$ cat src/rtl/dphy_delay_calib.sv
// rtl/dphy_delay_calib.sv - per-lane IDELAY eye-scan and centring controller
//
// Steps the lane input delay through all 32 taps, counts PATTERN hits per tap
// to build a pass map, then seeks the delay to the centre of the longest
// passing run.
//
// Ports:
//   byte_clk_i   in   byte clock, all logic synchronous to it
//   rst_n_i      in   asynchronous active-low reset
//   start_i      in   1-cycle calibration request, ignored while busy
//   hs_valid_i   in   byte_data_i carries HS payload this cycle
//   byte_data_i  in   deserialised lane byte
//   cur_delay_i  in   current tap read back from the delay element
//   inc_delay_o  out  1-cycle pulse: delay +1 tap
//   busy_o       out  calibration in progress
//   locked_o     out  last calibration succeeded
//   fail_o       out  last calibration found no passing tap
//   eye_start_o  out  first tap of the chosen passing run
//   eye_len_o    out  length of the chosen run
module dphy_delay_calib #(
    parameter int unsigned SETTLE_CYCLES = 16,
    parameter int unsigned WINDOW        = 256,
    parameter int unsigned MIN_HITS      = 4,
    parameter logic [7:0]  PATTERN       = 8'hB8
) (
    input  logic       byte_clk_i,
    input  logic       rst_n_i,
    input  logic       start_i,
    input  logic       hs_valid_i,
    input  logic [7:0] byte_data_i,
    input  logic [4:0] cur_delay_i,
    output logic       inc_delay_o,
    output logic       busy_o,
    output logic       locked_o,
    output logic       fail_o,
    output logic [4:0] eye_start_o,
    output logic [5:0] eye_len_o
);

    localparam int unsigned CNT_W = 16;
    localparam logic [CNT_W-1:0] SETTLE_LAST = CNT_W'(SETTLE_CYCLES - 1);
    localparam logic [CNT_W-1:0] WINDOW_LAST = CNT_W'(WINDOW - 1);
    localparam logic [CNT_W-1:0] WINDOW_MAX  = CNT_W'(WINDOW);
    localparam logic [CNT_W-1:0] MIN_HITS_C  = CNT_W'(MIN_HITS);

    typedef enum logic [3:0] {
        ST_IDLE, ST_SETTLE, ST_SAMPLE, ST_STEP, ST_EVAL,
        ST_SEEK_CMP, ST_SEEK_INC, ST_SEEK_WAIT, ST_DONE
    } state_t;

    state_t           state_q, state_d;
    logic [CNT_W-1:0] cnt_q, cnt_d;
    logic [CNT_W-1:0] hit_q, hit_d;
    logic [4:0]       tap_q, tap_d;
    logic [31:0]      map_q, map_d;
    logic [4:0]       scan_q, scan_d;
    logic [4:0]       run_start_q, run_start_d;
    logic [5:0]       run_len_q, run_len_d;
    logic [4:0]       best_start_q, best_start_d;
    logic [5:0]       best_len_q, best_len_d;
    logic [4:0]       target_q, target_d;
    logic             inc_q, inc_d;
    logic             busy_q, busy_d;
    logic             locked_q, locked_d;
    logic             fail_q, fail_d;
    logic [4:0]       eye_start_q, eye_start_d;
    logic [5:0]       eye_len_q, eye_len_d;

    logic             hit_now;
    logic [CNT_W-1:0] hit_sum;
    logic [4:0]       run_start_n;
    logic [5:0]       run_len_n;
    logic [4:0]       best_start_n;
    logic [5:0]       best_len_n;
    logic [5:0]       half_len;

    always_comb begin
        hit_now = hs_valid_i && (byte_data_i == PATTERN);
        hit_sum = (hit_q == WINDOW_MAX) ? hit_q : hit_q + {{(CNT_W-1){1'b0}}, hit_now};

        // Run tracking for the serial scan. Best is replaced only on a strictly
        // longer run, so equal-length runs keep the lowest start tap.
        if (map_q[scan_q]) begin
            run_start_n = (run_len_q == 6'd0) ? scan_q : run_start_q;
            run_len_n   = run_len_q + 6'd1;
        end else begin
            run_start_n = run_start_q;
            run_len_n   = 6'd0;
        end
        if (run_len_n > best_len_q) begin
            best_start_n = run_start_n;
            best_len_n   = run_len_n;
        end else begin
            best_start_n = best_start_q;
            best_len_n   = best_len_q;
        end
        half_len = (best_len_n - 6'd1) >> 1;

        state_d      = state_q;
        cnt_d        = cnt_q;
        hit_d        = hit_q;
        tap_d        = tap_q;
        map_d        = map_q;
        scan_d       = scan_q;
        run_start_d  = run_start_q;
        run_len_d    = run_len_q;
        best_start_d = best_start_q;
        best_len_d   = best_len_q;
        target_d     = target_q;
        inc_d        = 1'b0;
        busy_d       = busy_q;
        locked_d     = locked_q;
        fail_d       = fail_q;
        eye_start_d  = eye_start_q;
        eye_len_d    = eye_len_q;

        case (state_q)
            ST_IDLE: begin
                if (start_i) begin
                    state_d  = ST_SETTLE;
                    busy_d   = 1'b1;
                    locked_d = 1'b0;
                    fail_d   = 1'b0;
                    tap_d    = 5'd0;
                    cnt_d    = '0;
                end
            end
            ST_SETTLE: begin
                if (cnt_q == SETTLE_LAST) begin
                    state_d = ST_SAMPLE;
                    cnt_d   = '0;
                    hit_d   = '0;
                end else begin
                    cnt_d = cnt_q + 1'b1;
                end
            end
            ST_SAMPLE: begin
                cnt_d = cnt_q + 1'b1;
                hit_d = hit_sum;
                if (cnt_q == WINDOW_LAST) begin
                    // Include this cycle's hit in the pass decision.
                    map_d[cur_delay_i] = (hit_sum >= MIN_HITS_C);
                    state_d = ST_STEP;
                    inc_d   = 1'b1;
                end
            end
            ST_STEP: begin
                tap_d = tap_q + 5'd1;
                if (tap_q == 5'd31) begin
                    state_d      = ST_EVAL;
                    scan_d       = 5'd0;
                    run_start_d  = 5'd0;
                    run_len_d    = 6'd0;
                    best_start_d = 5'd0;
                    best_len_d   = 6'd0;
                end else begin
                    state_d = ST_SETTLE;
                    cnt_d   = '0;
                end
            end
            ST_EVAL: begin
                scan_d       = scan_q + 5'd1;
                run_start_d  = run_start_n;
                run_len_d    = run_len_n;
                best_start_d = best_start_n;
                best_len_d   = best_len_n;
                if (scan_q == 5'd31) begin
                    if (best_len_n == 6'd0) begin
                        fail_d  = 1'b1;
                        busy_d  = 1'b0;
                        state_d = ST_IDLE;
                    end else begin
                        eye_start_d = best_start_n;
                        eye_len_d   = best_len_n;
                        target_d    = best_start_n + half_len[4:0];
                        state_d     = ST_SEEK_CMP;
                    end
                end
            end
            ST_SEEK_CMP: begin
                if (cur_delay_i == target_q) begin
                    state_d = ST_DONE;
                end else begin
                    state_d = ST_SEEK_INC;
                    inc_d   = 1'b1;
                end
            end
            ST_SEEK_INC: begin
                state_d = ST_SEEK_WAIT;
                cnt_d   = '0;
            end
            ST_SEEK_WAIT: begin
                if (cnt_q == SETTLE_LAST) begin
                    state_d = ST_SEEK_CMP;
                end else begin
                    cnt_d = cnt_q + 1'b1;
                end
            end
            ST_DONE: begin
                locked_d = 1'b1;
                busy_d   = 1'b0;
                state_d  = ST_IDLE;
            end
            default: begin
                state_d = ST_IDLE;
                busy_d  = 1'b0;
            end
        endcase
    end

    always_ff @(posedge byte_clk_i or negedge rst_n_i) begin
        if (!rst_n_i) begin
            state_q      <= ST_IDLE;
            cnt_q        <= '0;
            hit_q        <= '0;
            tap_q        <= 5'd0;
            map_q        <= 32'd0;
            scan_q       <= 5'd0;
            run_start_q  <= 5'd0;
            run_len_q    <= 6'd0;
            best_start_q <= 5'd0;
            best_len_q   <= 6'd0;
            target_q     <= 5'd0;
            inc_q        <= 1'b0;
            busy_q       <= 1'b0;
            locked_q     <= 1'b0;
            fail_q       <= 1'b0;
            eye_start_q  <= 5'd0;
            eye_len_q    <= 6'd0;
        end else begin
            state_q      <= state_d;
            cnt_q        <= cnt_d;
            hit_q        <= hit_d;
            tap_q        <= tap_d;
            map_q        <= map_d;
            scan_q       <= scan_d;
            run_start_q  <= run_start_d;
            run_len_q    <= run_len_d;
            best_start_q <= best_start_d;
            best_len_q   <= best_len_d;
            target_q     <= target_d;
            inc_q        <= inc_d;
            busy_q       <= busy_d;
            locked_q     <= locked_d;
            fail_q       <= fail_d;
            eye_start_q  <= eye_start_d;
            eye_len_q    <= eye_len_d;
        end
    end

    assign inc_delay_o = inc_q;
    assign busy_o      = busy_q;
    assign locked_o    = locked_q;
    assign fail_o      = fail_q;
    assign eye_start_o = eye_start_q;
    assign eye_len_o   = eye_len_q;

endmodule

$ cat config.mk
export PLATFORM = sky130hd
export DESIGN_NAME = dphy_delay_calib
export DESIGN_NICKNAME = d
export VERILOG_FILES = /design/src/rtl/dphy_delay_calib.sv
export SDC_FILE = /design/constraint.sdc
export NUM_CORES = 1
export LEC_CHECK = 0
export BUFFER_PORTS_ARGS = -buffer_cell sky130_fd_sc_hd__buf_2
export CAP_MARGIN = 20
export CORE_MARGIN = 2
export CORE_UTILIZATION = 50
export CTS_CLUSTER_SIZE = 24
export DETAILED_ROUTE_END_ITERATION = 6
export PLACE_DENSITY_LB_ADDON = 0.3
export SLEW_MARGIN = 5
export SYNTH_ARGS = -nofsm -noshare
export SYNTH_HDL_FRONTEND = slang
export SYNTH_SLANG_ARGS = --single-unit
$ cat constraint.sdc
create_clock -name byte_clk_i -period 8.6 [get_ports byte_clk_i]
set_input_delay 0.43 -clock byte_clk_i [delete_from_list [all_inputs] [get_ports byte_clk_i]]
set_output_delay 0.43 -clock byte_clk_i [all_outputs]
set_load 0.1 [all_outputs]
After elaboration in Yosys (flattened, before gate mapping)
Cells that the tools add are included.
- register bits after elaboration: 120
- logic and storage cells: 125
- output and inout port bits: 15
- bits of input ports: 17
- reductions and logical operators: 22
- add/sub/neg operators: 7
- eq/ne operators: 24
- bitwise gates (word level): 2
- multiplexer cells: 48
- magnitude comparators: 5
- operator list (kind ; number):
    two-way mux 16 bit ; 6
    case mux 16 bit (6 select lines) ; 1
    case mux 5 bit (2 select lines) ; 4
    bitwise mux 32 bit ; 1
    case mux 16 bit (2 select lines) ; 1
    case mux 4 bit (8 select lines) ; 1
    two-way mux 5 bit ; 5
    two-way mux 4 bit ; 6
    case mux 6 bit (2 select lines) ; 2
    two-way mux 6 bit ; 3
    inequality test 2 bit (second input constant) ; 9
    adder 16 x 1 -> 16 bit ; 1
    adder 16 x 1 -> 16 bit (second input constant) ; 1
    equality test 16 x 4 -> 1 bit (second input constant) ; 1
    equality test 16 x 8 -> 1 bit (second input constant) ; 1
    equality test 16 x 9 -> 1 bit (second input constant) ; 1
    equality test 4 x 3 -> 1 bit (second input constant) ; 4
    greater-or-equal comparator 16 x 3 -> 1 bit (second input constant) ; 1
    logical NOT 6 bit ; 2
    < comparator 5 x 6 -> 1 bit (second input constant) ; 2
    AND reduction 4 bit ; 3
    adder 5 x 1 -> 5 bit (second input constant) ; 2
    equality test 5 bit (second input constant) ; 2
    two-way mux 1 bit ; 10
    24 further kinds ; 38

Longest topological paths before layout
Gate-level depths: netlist of run 1.
- depth after elaboration: 9
- depth in mapped cells: 28

Worst setup path after synthesis of run 1
OpenSTA, ideal clock, no wires.
- kind: register to register
- from: register scan_q[0]
- to: register target_q[4]
- stages on the path, launching flop included: 28
- slack: 4.080 ns
- arrival time: 4.395 ns
- period minus slack after synthesis: 4.520 ns
- cell sequence: dfrtp_1 -> buf_6 -> buf_12 -> mux2i_1 -> a22oi_1 -> nand3_1 -> nand4_1 -> buf_2 -> and2_1 -> clkbuf_1 -> ha_1 -> nand2_1 -> nor2_1 -> nand3_1 -> a21boi_2 -> buf_6 -> clkbuf_1 -> nor2_1 -> a31oi_1 -> ha_1 -> inv_1 -> fa_1 -> inv_1 -> a21o_1 -> a21oi_1 -> xnor2_1 -> xnor2_1 -> mux2_4
- longest elaborated chain between the ends: 8
- elaborated cells on any way between the ends: 14
- those cells by class: 2 x add/sub; 1 x order compare; 1 x eq/ne; 7 x mux; 1 x bitwise; 2 x reduce/logical
- ends and longest elaborated chain (item ; line ; source):
    start, declared ; 56 ; logic [4:0] scan_q, scan_d;
    start signal, assigned ; 236 ; scan_q <= scan_d;
    branches (longest 8 deep; another with > comparator 6 bit) ; -- ;
    end signal, assigned ; 241 ; target_q <= target_d;
    end, declared ; 61 ; logic [4:0] target_q, target_d;
Parallel ways; which one is timed is not known. The select of a mux whose other input is x is not followed.
A chain may end at the register's enable or synchronous reset.

Final worst setup path of run 1
- from: register scan_q[0]
- to: register target_q[4]
- elaborated cells on any way between the ends: 14
- those cells by class: 2 x add/sub; 1 x order compare; 1 x eq/ne; 7 x mux; 1 x bitwise; 2 x reduce/logical
- RTL lines (item ; line ; source):
    binary-select mux 1 bit (select 5 bit) ; 83 ; if (map_q[scan_q]) begin
    two-way mux 1 bit (implied by the code) ; 83 ;
    two-way mux 6 bit ; 83 ;
    > comparator 6 bit ; 90 ; if (run_len_n > best_len_q) begin
    two-way mux 5 bit * ; 90 ;
    named net best_start_n[0] ; 73 ; logic [4:0] best_start_n;
    adder 5 bit * ; 175 ; target_d = best_start_n + half_len[4:0];
The timed path passes the listed nets; every way through them passes the cells marked *. The select of a mux whose other input is x is not followed.

==> impl_results.md, run 1 <==
* Port bufs at 31
* Fin crit share at 69.39%
* Max cap viols at 0
* Fin Hold WS at 0.3605 ns
* Setup Skew at 0.006698 ns
* Setup TNS at 0 ns
* Post-Route WL at 16.13 mm
* Post-synthesis average cell area at 9.614 um^2
* Clock sink count at 120
* Reg clk slew, reported paths at 0.06 ns
* Top cells by count, synth: dfrtp_1, nor2_1, nand2_1
* Hpwl dp at 10.85 mm
* Critical path class: reg2reg
* Unrepaired setup endpoints after global routing: no
* Register bit total from synthesis at 120
* Core Area at 0.01377 mm^2
* Run status: finished, final reports clean
* Vias at 5568
* Die H at 122.5 um
* Worst Setup Start Kind: flop
* Synth Net Count at 765
* Root buf cell: clkbuf_16
* Total Routing Usage GR at 23.77%
* Slew of the pin with the lowest slew margin at 1.104 ns
* Global-route wire length before repair at 28.15 mm
* Hold Fails Final Rpt at 0
* Vias in the first global route at 5693
* P_leak at 3.642 nW
* Post-synthesis cell type count at 62
* DRC Markers at 0
* Share of the synthesized area in the top cell type at 42.79%
* Layout area overhead at 12.87%
* Synth Flop Type: dfrtp_1
* CTS buffer count at 17
* Router iterations before antenna repair at 7
* DRT iter0 DRCs at 410
* Slowest CP cell: dfrtp_1
* Ports at 32
* WP data arrival at 6.27 ns
* Chip width at 122.5 um
* Clock buffer depth at 2
* Max incr delay on CP at 1.03 ns
* Crit-path max FO at 23
* CP required at 8.90 ns
* Nets@finish at 782
* Area of the die at 0.01500 mm^2
* Yosys warning total at 0
* Fillers at 1199
* GP Congestion at 0.8872
* Post-synth EDFFs at 0
* Initial antenna violation count at 0
* Synthesized area at 0.007018 mm^2
* Power Density at 202.6 mW/mm^2
* Buf/Inv on CP at 2
* HP Class: in2reg
* Gr ovfl total at 0
* Final Max Tran Viols at 0
* Max-Slew Margin vs Limit at 25.73%
* Most numerous cell in the Yosys netlist: dfrtp_1
* CP Cell Sequence: mux2i_1 > a22oi_1 > nand3_1 > nand4_1 > and2_1 > ha_1 > nand2_1 > nor2_2 > a21boi_2 > a21boi_2 > nor2_1 > a21oi_1 > ha_1 > inv_1 > fa_1 > inv_1 > a21o_1 > a21oi_1 > xnor2_1 > xnor2_1 > mux2_4
* H-Tree Depth at 4
* Largest net degree at the start of global routing at 85
* Post-DRT Antenna Nets at 0
* Via density at 5.923
* Post-synth ARST share at 100.0%
* Delay-heaviest family, CP: simple AND/OR/NAND/NOR gates
* Proportion of layout cells with a drive suffix above 1 at 17.11%
* Final worst path period need at 5.968 ns
* Worst-Skew Late Latency at 0.42 ns
* Final-report setup violation count at 0
* Max Fclk at 0.1676 GHz
* Dominant cells by area after synthesis: dfrtp_1, mux2_2, nor2_1
* Register area share after synthesis at 42.79%
* Initial Util at 50.95%
* Post-synthesis cell count at 730
* TritonCTS clock tree: built
* Synth area leader: dfrtp_1
* Peak supply drop at 0.1608 mV
* Total power at 1.605 mW
* Number of diodes at 0
* Core Rows at 43
* Drt wl/cell at 17.16 um
* Setup crit end kind: flop
## flip-flops by register name, indices dropped and copies added (netlist names)
name	flops
hit_q	16
run_len_q	6
cnt_q	16
fail_o	1
scan_q	5
state_q	4
inc_delay_o	1
target_q	5
tap_q	5
best_start_q	5
best_len_q	6
map_q	32
eye_len_o	6
eye_start_o	5
busy_o	1
locked_o	1
run_start_q	5
## timing repair
action / 4_1_cts / 5_1_grt
buffers inserted: 0 / 0
endpoints found under the hold margin: 20 / 0
hold buffers: 1 / 0
gates resized for setup: 0 / 0
## path summary, 6_finish.rpt
path / start / to / slack [ns] / cells past startpoint
worst max-delay path: scan_q[0] / target_q[4] / 2.63 / 21
worst min-delay path: start_i / locked_o / 0.36 / 3
worst max register to register: scan_q[0] / target_q[4] / 2.63 / 21
worst min register to register: map_q[2] / map_q[2] / 0.50 / 1
max in group asynchronous: rst_n_i / best_len_q[3] / 7.01 / 4
min in group asynchronous: rst_n_i / hit_q[8] / 0.52 / 2
## worst register-to-register path, delay by kind of cell, from the launching register on
| family | cells | cell delay [ns] |
|---|---|---|
| AO/OA/AOI/OAI | 6 | 1.43 |
| XOR/XNOR | 2 | 0.27 |
| adder cells (fa/ha/maj) | 3 | 0.95 |
| buffers and inverters | 2 | 0.14 |
| flip-flops | 1 | 1.03 |
| multiplexers | 2 | 0.55 |
| AND/OR/NAND/NOR | 6 | 1.48 |
## layer usage
layer / GRT usage [%] / vias to the layer above / share of wire (%)
met3: 4.926 / 24 / 5.1
li1: - / 2644 / -
met2: 37.57 / 150 / 47
met1: 32.40 / 2750 / 46
met4: 8.621 / 0 / 1.4
met5: 0 / - / 0
## power by group
part           switching, mW  leakage [nW]  total, mW  internal [mW]
Combinational          0.133          1.67      0.203         0.0698
Sequential            0.0391          1.66      0.627          0.588
Clock                  0.253         0.320      0.775          0.522
## kinds of logic after synthesis
family | synth area share [%]
and+or+nand+nor | 19.31
AOI/OAI and AO/OA | 13.76
DFF | 42.79
muxes | 11.82
buffers and inverters | 3.851
xor gates and xnor gates | 4.992
adders and majority gates | 3.476
## final cells by class
class | instances | area (um^2) | share of cell area [%]
Clock buffer | 24 | 501.7 | 6.334
Inverter | 21 | 78.83 | 0.9951
Tap cell | 180 | 225.2 | 2.843
Clock inverter | 8 | 140.1 | 1.769
Multi-Input combinational cell | 551 | 3755 | 47.40
Timing Repair Buffer | 36 | 217.7 | 2.748
Sequential cell | 120 | 3003 | 37.91
## per-stage QoR
step | utilization [%] | worst slack, ns | instance area, um^2 | std cells
2_1_floorplan | - | 4.080 | 7018 | 730
3_3_place_gp | 52.58 | 3.085 | 7242 | 906
6_report | 57.51 | 2.632 | 7921 | 940
4_1_cts | 57.31 | 2.706 | 7894 | 939
3_5_place_dp | 52.58 | 2.718 | 7242 | 906
5_1_grt | 57.51 | 2.135 | 7921 | 940
## layout by cell type (no fill, tap or decap), types with 4 or more instances in the layout
cell type  netlist  final
dfrtp_1        120    120
nor2_1          76     76
nand2_1         62     62
o21ai_0         49     49
mux2_2          39     39
nand3_1         30     30
a21oi_1         30     30
buf_2            2     30
mux2i_1         24     24
xnor2_1         23     23
inv_1           21     21
and3_1          21     21
a22o_1          20     20
xor2_1          17     17
ha_1            17     17
clkbuf_16        0     17
nor3_1          14     12
nand2b_1        11     11
mux2_4          10     10
nand4_1          8      8
and2_1           7      7
or3_1            7      7
nor2b_1          6      6
a31oi_1          6      6
a22oi_1          5      5
o31ai_1          5      5
clkbuf_8         0      5
nor4_1           4      4
or4_1            4      4
o22ai_1          4      4
nand3b_1         4      4
bufinv_16        0      4
clkinv_2         0      4
buf_4            0      4
Note: power is estimated with default switching activity, not from simulation.
==> inputs of run 2 (changes only) <==
clock period = 6.19 ns   (was 8.6 ns; I/O delays follow)
==> run 2 against run 1 <==
Net effect: the flow now finishes with violations (hold timing); worst setup slack worse by 1.8 ns; total power is 37% higher; sequential share of layout area is 0.25 points higher; sequential power is 39% higher; clock power is 34% higher; critical path type unchanged; largest cell class unchanged; largest power group unchanged.
==> impl_results.md, run 2 (same netlist as run 1, synthesis figures left out) <==
* Hold Buf Count CTS at 0
* Global-route wire length before repair at 26.36 mm
* Hold Fails Final Rpt at 40
* GP Congestion at 0.9571
* Area of the die at 0.01500 mm^2
* Clock sink count at 120
* Initial antenna violation count at 0
* Gr ovfl total at 0
* Layout area overhead at 12.12%
* Fin crit share at 86.14%
* CTS buffer count at 17
* Final worst path period need at 5.332 ns
* Nets@finish at 782
* Hpwl dp at 10.74 mm
* Clock buffer depth at 2
* Post-CTS Setup Bufs at 0
* Max-Slew Margin vs Limit at 33.11%
* Max Fclk at 0.1875 GHz
* Setup Skew at 0.008223 ns
* Most common cell after layout, fill and taps aside: dfrtp_1
* CP required at 6.49 ns
* HP Class: in2async
* Max reg flops at 32
* DRT iter0 DRCs at 293
* Crit-path max FO at 17
* Peak supply drop at 0.1919 mV
* Vias in the first global route at 5249
* Chip width at 122.5 um
* Power Density at 278.5 mW/mm^2
* Root buf cell: clkbuf_16
* Switching part of the total at 26.93%
* P_leak at 3.616 nW
* Post-DRT Antenna Nets at 0
* Reg clk slew, reported paths at 0.06 ns
* Setup crit end kind: flop
* Proportion of layout cells with a drive suffix above 1 at 17.00%
* Core Area at 0.01377 mm^2
* Ports at 32
* Fin Hold WS at -0.02173 ns
* WP data arrival at 5.63 ns
* Most frequent cells in the layout: dfrtp_1, nor2_1, nand2_1, o21ai_0, mux2_2
* Max cap viols at 0
* Post-Route WL at 15.85 mm
* Internal power at 1.601 mW
* Final Max Tran Viols at 0
* Largest net degree at the start of global routing at 62
* Critical path class: reg2reg
* Failing checks: hold timing
* Run status: complete, but fails checks
* Post_cts resized at 0
* Router iterations before antenna repair at 4
* Core Rows at 43
* Initial Util at 50.95%
* Comb pwr share at 12.7%
* Port bufs at 31
* Largest regs: map_q x32, cnt_q x16, hit_q x16
* Total Routing Usage GR at 22.69%
* DRC Markers at 0
* Sw Pwr at 590.2 uW
* TritonCTS clock tree: built
* Clk network pwr share at 47.4%
* Vias at 5538
* Setup TNS at 0 ns
* Via density at 5.898
* Drt wl/cell at 16.87 um
* Die H at 122.5 um
* Final-report setup violation count at 0
* Worst R2R Setup Slack at 0.86 ns
* H-Tree Depth at 4
* Sequential Power Share at 39.9%
* Number of diodes at 0
* Worst Setup Start Kind: flop
* Worst-Skew Late Latency at 0.42 ns
* Unrepaired setup endpoints after global routing: no
* Largest reg by FF count: map_q
* Slew of the pin with the lowest slew margin at 0.9942 ns
run 2: cell types whose count changed in the layout (fill, tap and decap cells not counted):
| cell | delta |
|---|---|
| clkbuf_1 | +1 |
| dlygate4sd3_1 | -1 |
| buf_4 | +2 |
| clkbuf_8 | -3 |
| clkinvlp_4 | +1 |
| buf_16 | -1 |
run 2: path summary, 6_finish.rpt:
path / cells past startpoint / start / to
min reg2reg: 2 / best_start_q[1] / best_start_q[1]
min in group byte_clk_i: 3 / start_i / locked_o
max: 17 / scan_q[0] / target_q[4]
max in group asynchronous: 2 / rst_n_i / best_len_q[2]
min: 1 / rst_n_i / hit_q[6]
max reg2reg: 17 / scan_q[0] / target_q[4]
run 2: worst max-delay path, stage by stage, from the launching register on:
cell and delay, ns:
dfrtp_1 0.90, mux2i_1 0.32, nand3_1 0.13, nand3_2 0.14, nand4_1 0.42, and2_1 0.36, ha_1 0.32, a21oi_1 0.22
a21boi_2 0.30, mux2i_1 0.45, nand2_1 0.25, xnor2_1 0.20, ha_1 0.32, a21o_1 0.18, a21oi_1 0.19, xnor2_1 0.16
xnor2_1 0.09, mux2_4 0.25
run 2: power groups by stage:
stage | sequential, mW | combinational [mW] | clock (mW)
finish | 0.873 | 0.279 | 1.04
global route | 0.880 | 0.315 | 1.09
CTS | 0.872 | 0.282 | 1.05
detailed placement | 0.886 | 0.279 | 0
global placement | 0.883 | 0.267 | 0
floorplan | 0.854 | 0.233 | 0
run 2: area by class of cell:
cell class                 count  area (um^2)
fill                        1226         5904
multi-input combinational    551         3755
sequential                   120         3003
clock buffer                  22        464.2
tap                          180        225.2
timing repair buffer          36        195.2
clock inverter                 9        147.6
inverter                      21        78.83
run 2: through the flow:
step | cells | setup WS, ns | cell area, um^2 | power [mW] | utilization, %
floorplan | 730 | 1.670 | 7018 | 1.087 | -
global placement | 908 | 1.026 | 7257 | 1.150 | 52.69
detailed placement | 908 | 0.9060 | 7257 | 1.165 | 52.69
CTS | 939 | 0.8686 | 7869 | 2.206 | 57.13
global route | 939 | 0.4576 | 7869 | 2.290 | 57.13
finish | 939 | 0.8579 | 7869 | 2.191 | 57.13
run 2: routing by layer:
layer | vias to the layer above | track usage, % | part of all wire (%)
met5 | - | 0 | 0
met4 | 0 | 7.399 | 1.7
met3 | 23 | 5.669 | 4.5
met2 | 138 | 35.21 | 47
met1 | 2730 | 31.26 | 47
li1 | 2647 | - | -
==> inputs of run 3 (changes only) <==
CORE_UTILIZATION = 62   (was 50)
==> run 3 against run 2 <==
Net effect: the run now ends clean; cell count fell by 4.2%; non-clock buffer count rose by 2; global-route usage rose by 5.5 points; wire length rose by 0.81%; register-to-register slack got worse by 0.26 ns; clock-buffer cell count rose by 4; via count rose by 1.7%; critical path depth fell by 2; combinational power rose by 1%; utilization rose by 14 points; total power fell by 6.7%; largest cell class unchanged; highest routed layer unchanged.
==> impl_results.md, run 3 (same netlist as run 1, synthesis figures left out) <==
* Run status: finished, final reports clean
* Reg clk slew, reported paths at 0.05 ns
* TritonCTS clock tree: built
* Clock buffer depth at 2
* Peak supply drop at 0.2215 mV
* Crit-path max FO at 21
* Slowest CP cell: dfrtp_1
* Most common cell after layout, fill and taps aside: dfrtp_1
* Worst r2r src: scan_q[0]
* Vias at 5632
* Setup TNS at 0 ns
* CP required at 6.49 ns
* Hold Fails Final Rpt at 0
* Clock sink count at 120
* Crit path launch: scan_q[0]
* Setup crit end kind: flop
* Max incr delay on CP at 0.92 ns
* Total Routing Usage GR at 28.18%
* GP Congestion at 0.9251
* Ports at 32
* Initial Util at 64.18%
* Core Rows at 38
* Chip width at 110.4 um
* Port bufs at 31
* Critical path class: reg2reg
* DP Area at 0.007209 mm^2
* Post-Route WL at 15.97 mm
* Global-route wire length before repair at 26.12 mm
* Final worst path period need at 5.590 ns
* Hpwl dp at 10.78 mm
* DRC Markers at 0
* Die H at 110.4 um
* HP Class: in2reg
* Core Area at 0.01094 mm^2
* Hold Crit Start: start_i
* Root buf cell: clkbuf_16
* Vias in the first global route at 5387
* Max cap viols at 0
* Number of diodes at 0
* Setup Skew at 0.007721 ns
* Final Max Tran Viols at 0
* Drt wl/cell at 17.75 um
* Router iterations before antenna repair at 6
* P_leak at 3.580 nW
* Worst Setup Start Kind: flop
* Nets@finish at 784
* Max-Slew Margin vs Limit at 20.03%
* Most frequent cells in the layout: dfrtp_1, nor2_1, nand2_1, o21ai_0, mux2_2
* Proportion of layout cells with a drive suffix above 1 at 16.32%
* Largest regs: map_q x32, cnt_q x16, hit_q x16
* Max Fclk at 0.1789 GHz
* Slew of the pin with the lowest slew margin at 1.189 ns
* CTS buffer count at 17
* Layout area overhead at 10.34%
* Initial antenna violation count at 0
* Final-report setup violation count at 0
* Unrepaired setup endpoints after global routing: no
* DRT iter0 DRCs at 437
* Post-DRT Antenna Nets at 0
* Fin crit share at 90.31%
* Largest reg by FF count: map_q
* H-Tree Depth at 4
* Area of the die at 0.01219 mm^2
* CP Cell Sequence: mux2i_1 > nand3_1 > nand3_1 > nand4_1 > buf_4 > and2_1 > ha_1 > nand2_1 > nor2_2 > a21boi_2 > a21boi_2 > mux2i_1 > nor4b_4 > nor2_2 > mux2_4
* WP data arrival at 5.89 ns
* Via density at 6.258
* Worst-Skew Late Latency at 0.42 ns
* Max reg flops at 32
* Power Density at 264.1 mW/mm^2
* Final instance area at 0.007744 mm^2
* Post-CTS Setup Bufs at 0
* Gr ovfl total at 0
* Largest net degree at the start of global routing at 71
-- run 3: cell count changes in the layout (fill, tap and decap cells not counted) --
cell,before,now
bufinv_16,4,1
clkinv_2,4,3
nor3_2,2,1
buf_4,6,7
clkbuf_1,3,7
clkinvlp_4,1,0
dlygate4sd3_1,0,1
nor3_1,12,13
-- run 3: per-stage QoR --
stage | power, mW | setup WS, ns | utilization (%) | std cells | hold slack, ns
6_report | 2.045 | 0.6001 | 70.81 | 900 | 0.2493
5_1_grt | 2.132 | 0.3196 | 70.81 | 900 | 0.2666
4_1_cts | 2.053 | 0.7060 | 70.81 | 900 | 0.2365
3_5_place_dp | 1.164 | 0.7696 | 65.93 | 869 | 0.3774
3_3_place_gp | 1.147 | 1.026 | 65.93 | 869 | 0.3735
2_1_floorplan | 1.087 | 1.670 | - | 730 | 0.01391
-- run 3: what timing repair did --
action                    in CTS  in global routing
hold endpoints to repair      50                  0
hold buffers                   1                  0
resized for setup              0                  0
-- run 3: power breakdown --
part	internal, mW	switching, mW	total (mW)
Combinational	0.0975	0.186	0.283
Sequential	0.818	0.0571	0.875
Clock	0.565	0.322	0.887
Total	1.48	0.565	2.05
-- run 3: final cells by class --
class / count / area, um^2
clock buffer: 26 / 479.2
clock inverter: 4 / 45.04
fill: 813 / 3192
inverter: 21 / 78.83
multi-input combinational: 551 / 3750
sequential: 120 / 3003
tap: 140 / 175.2
timing repair buffer: 38 / 212.7
-- run 3: critical path: cells and delay by family (launching register included) --
kind,cells,cell delay [ns]
AOI/OAI and AO/OA,2,0.89
adders and majority gates,1,0.34
buffers and inverters,1,0.21
DFF,1,0.92
muxes,3,1.16
and+or+nand+nor,8,1.94
-- run 3: worst paths after layout --
path,to,slack [ns],depth (start not counted)
min in group asynchronous,hit_q[1],0.46,2
max in group asynchronous,best_start_q[0],4.41,3
worst min register to register,run_start_q[4],0.50,1
worst max register to register,eye_start_o[1],0.60,15
worst min-delay path,locked_o,0.25,3
worst max-delay path,eye_start_o[1],0.60,15
-- run 3: routing by layer --
metal | routed length (um) | vias up | track usage [%]
met3 | 842 | 25 | 6.173
met5 | 0 | - | 0
met2 | 7472 | 181 | 42.81
met4 | 257 | 0 | 11.79
met1 | 7400 | 2768 | 39.22
li1 | - | 2658 | -
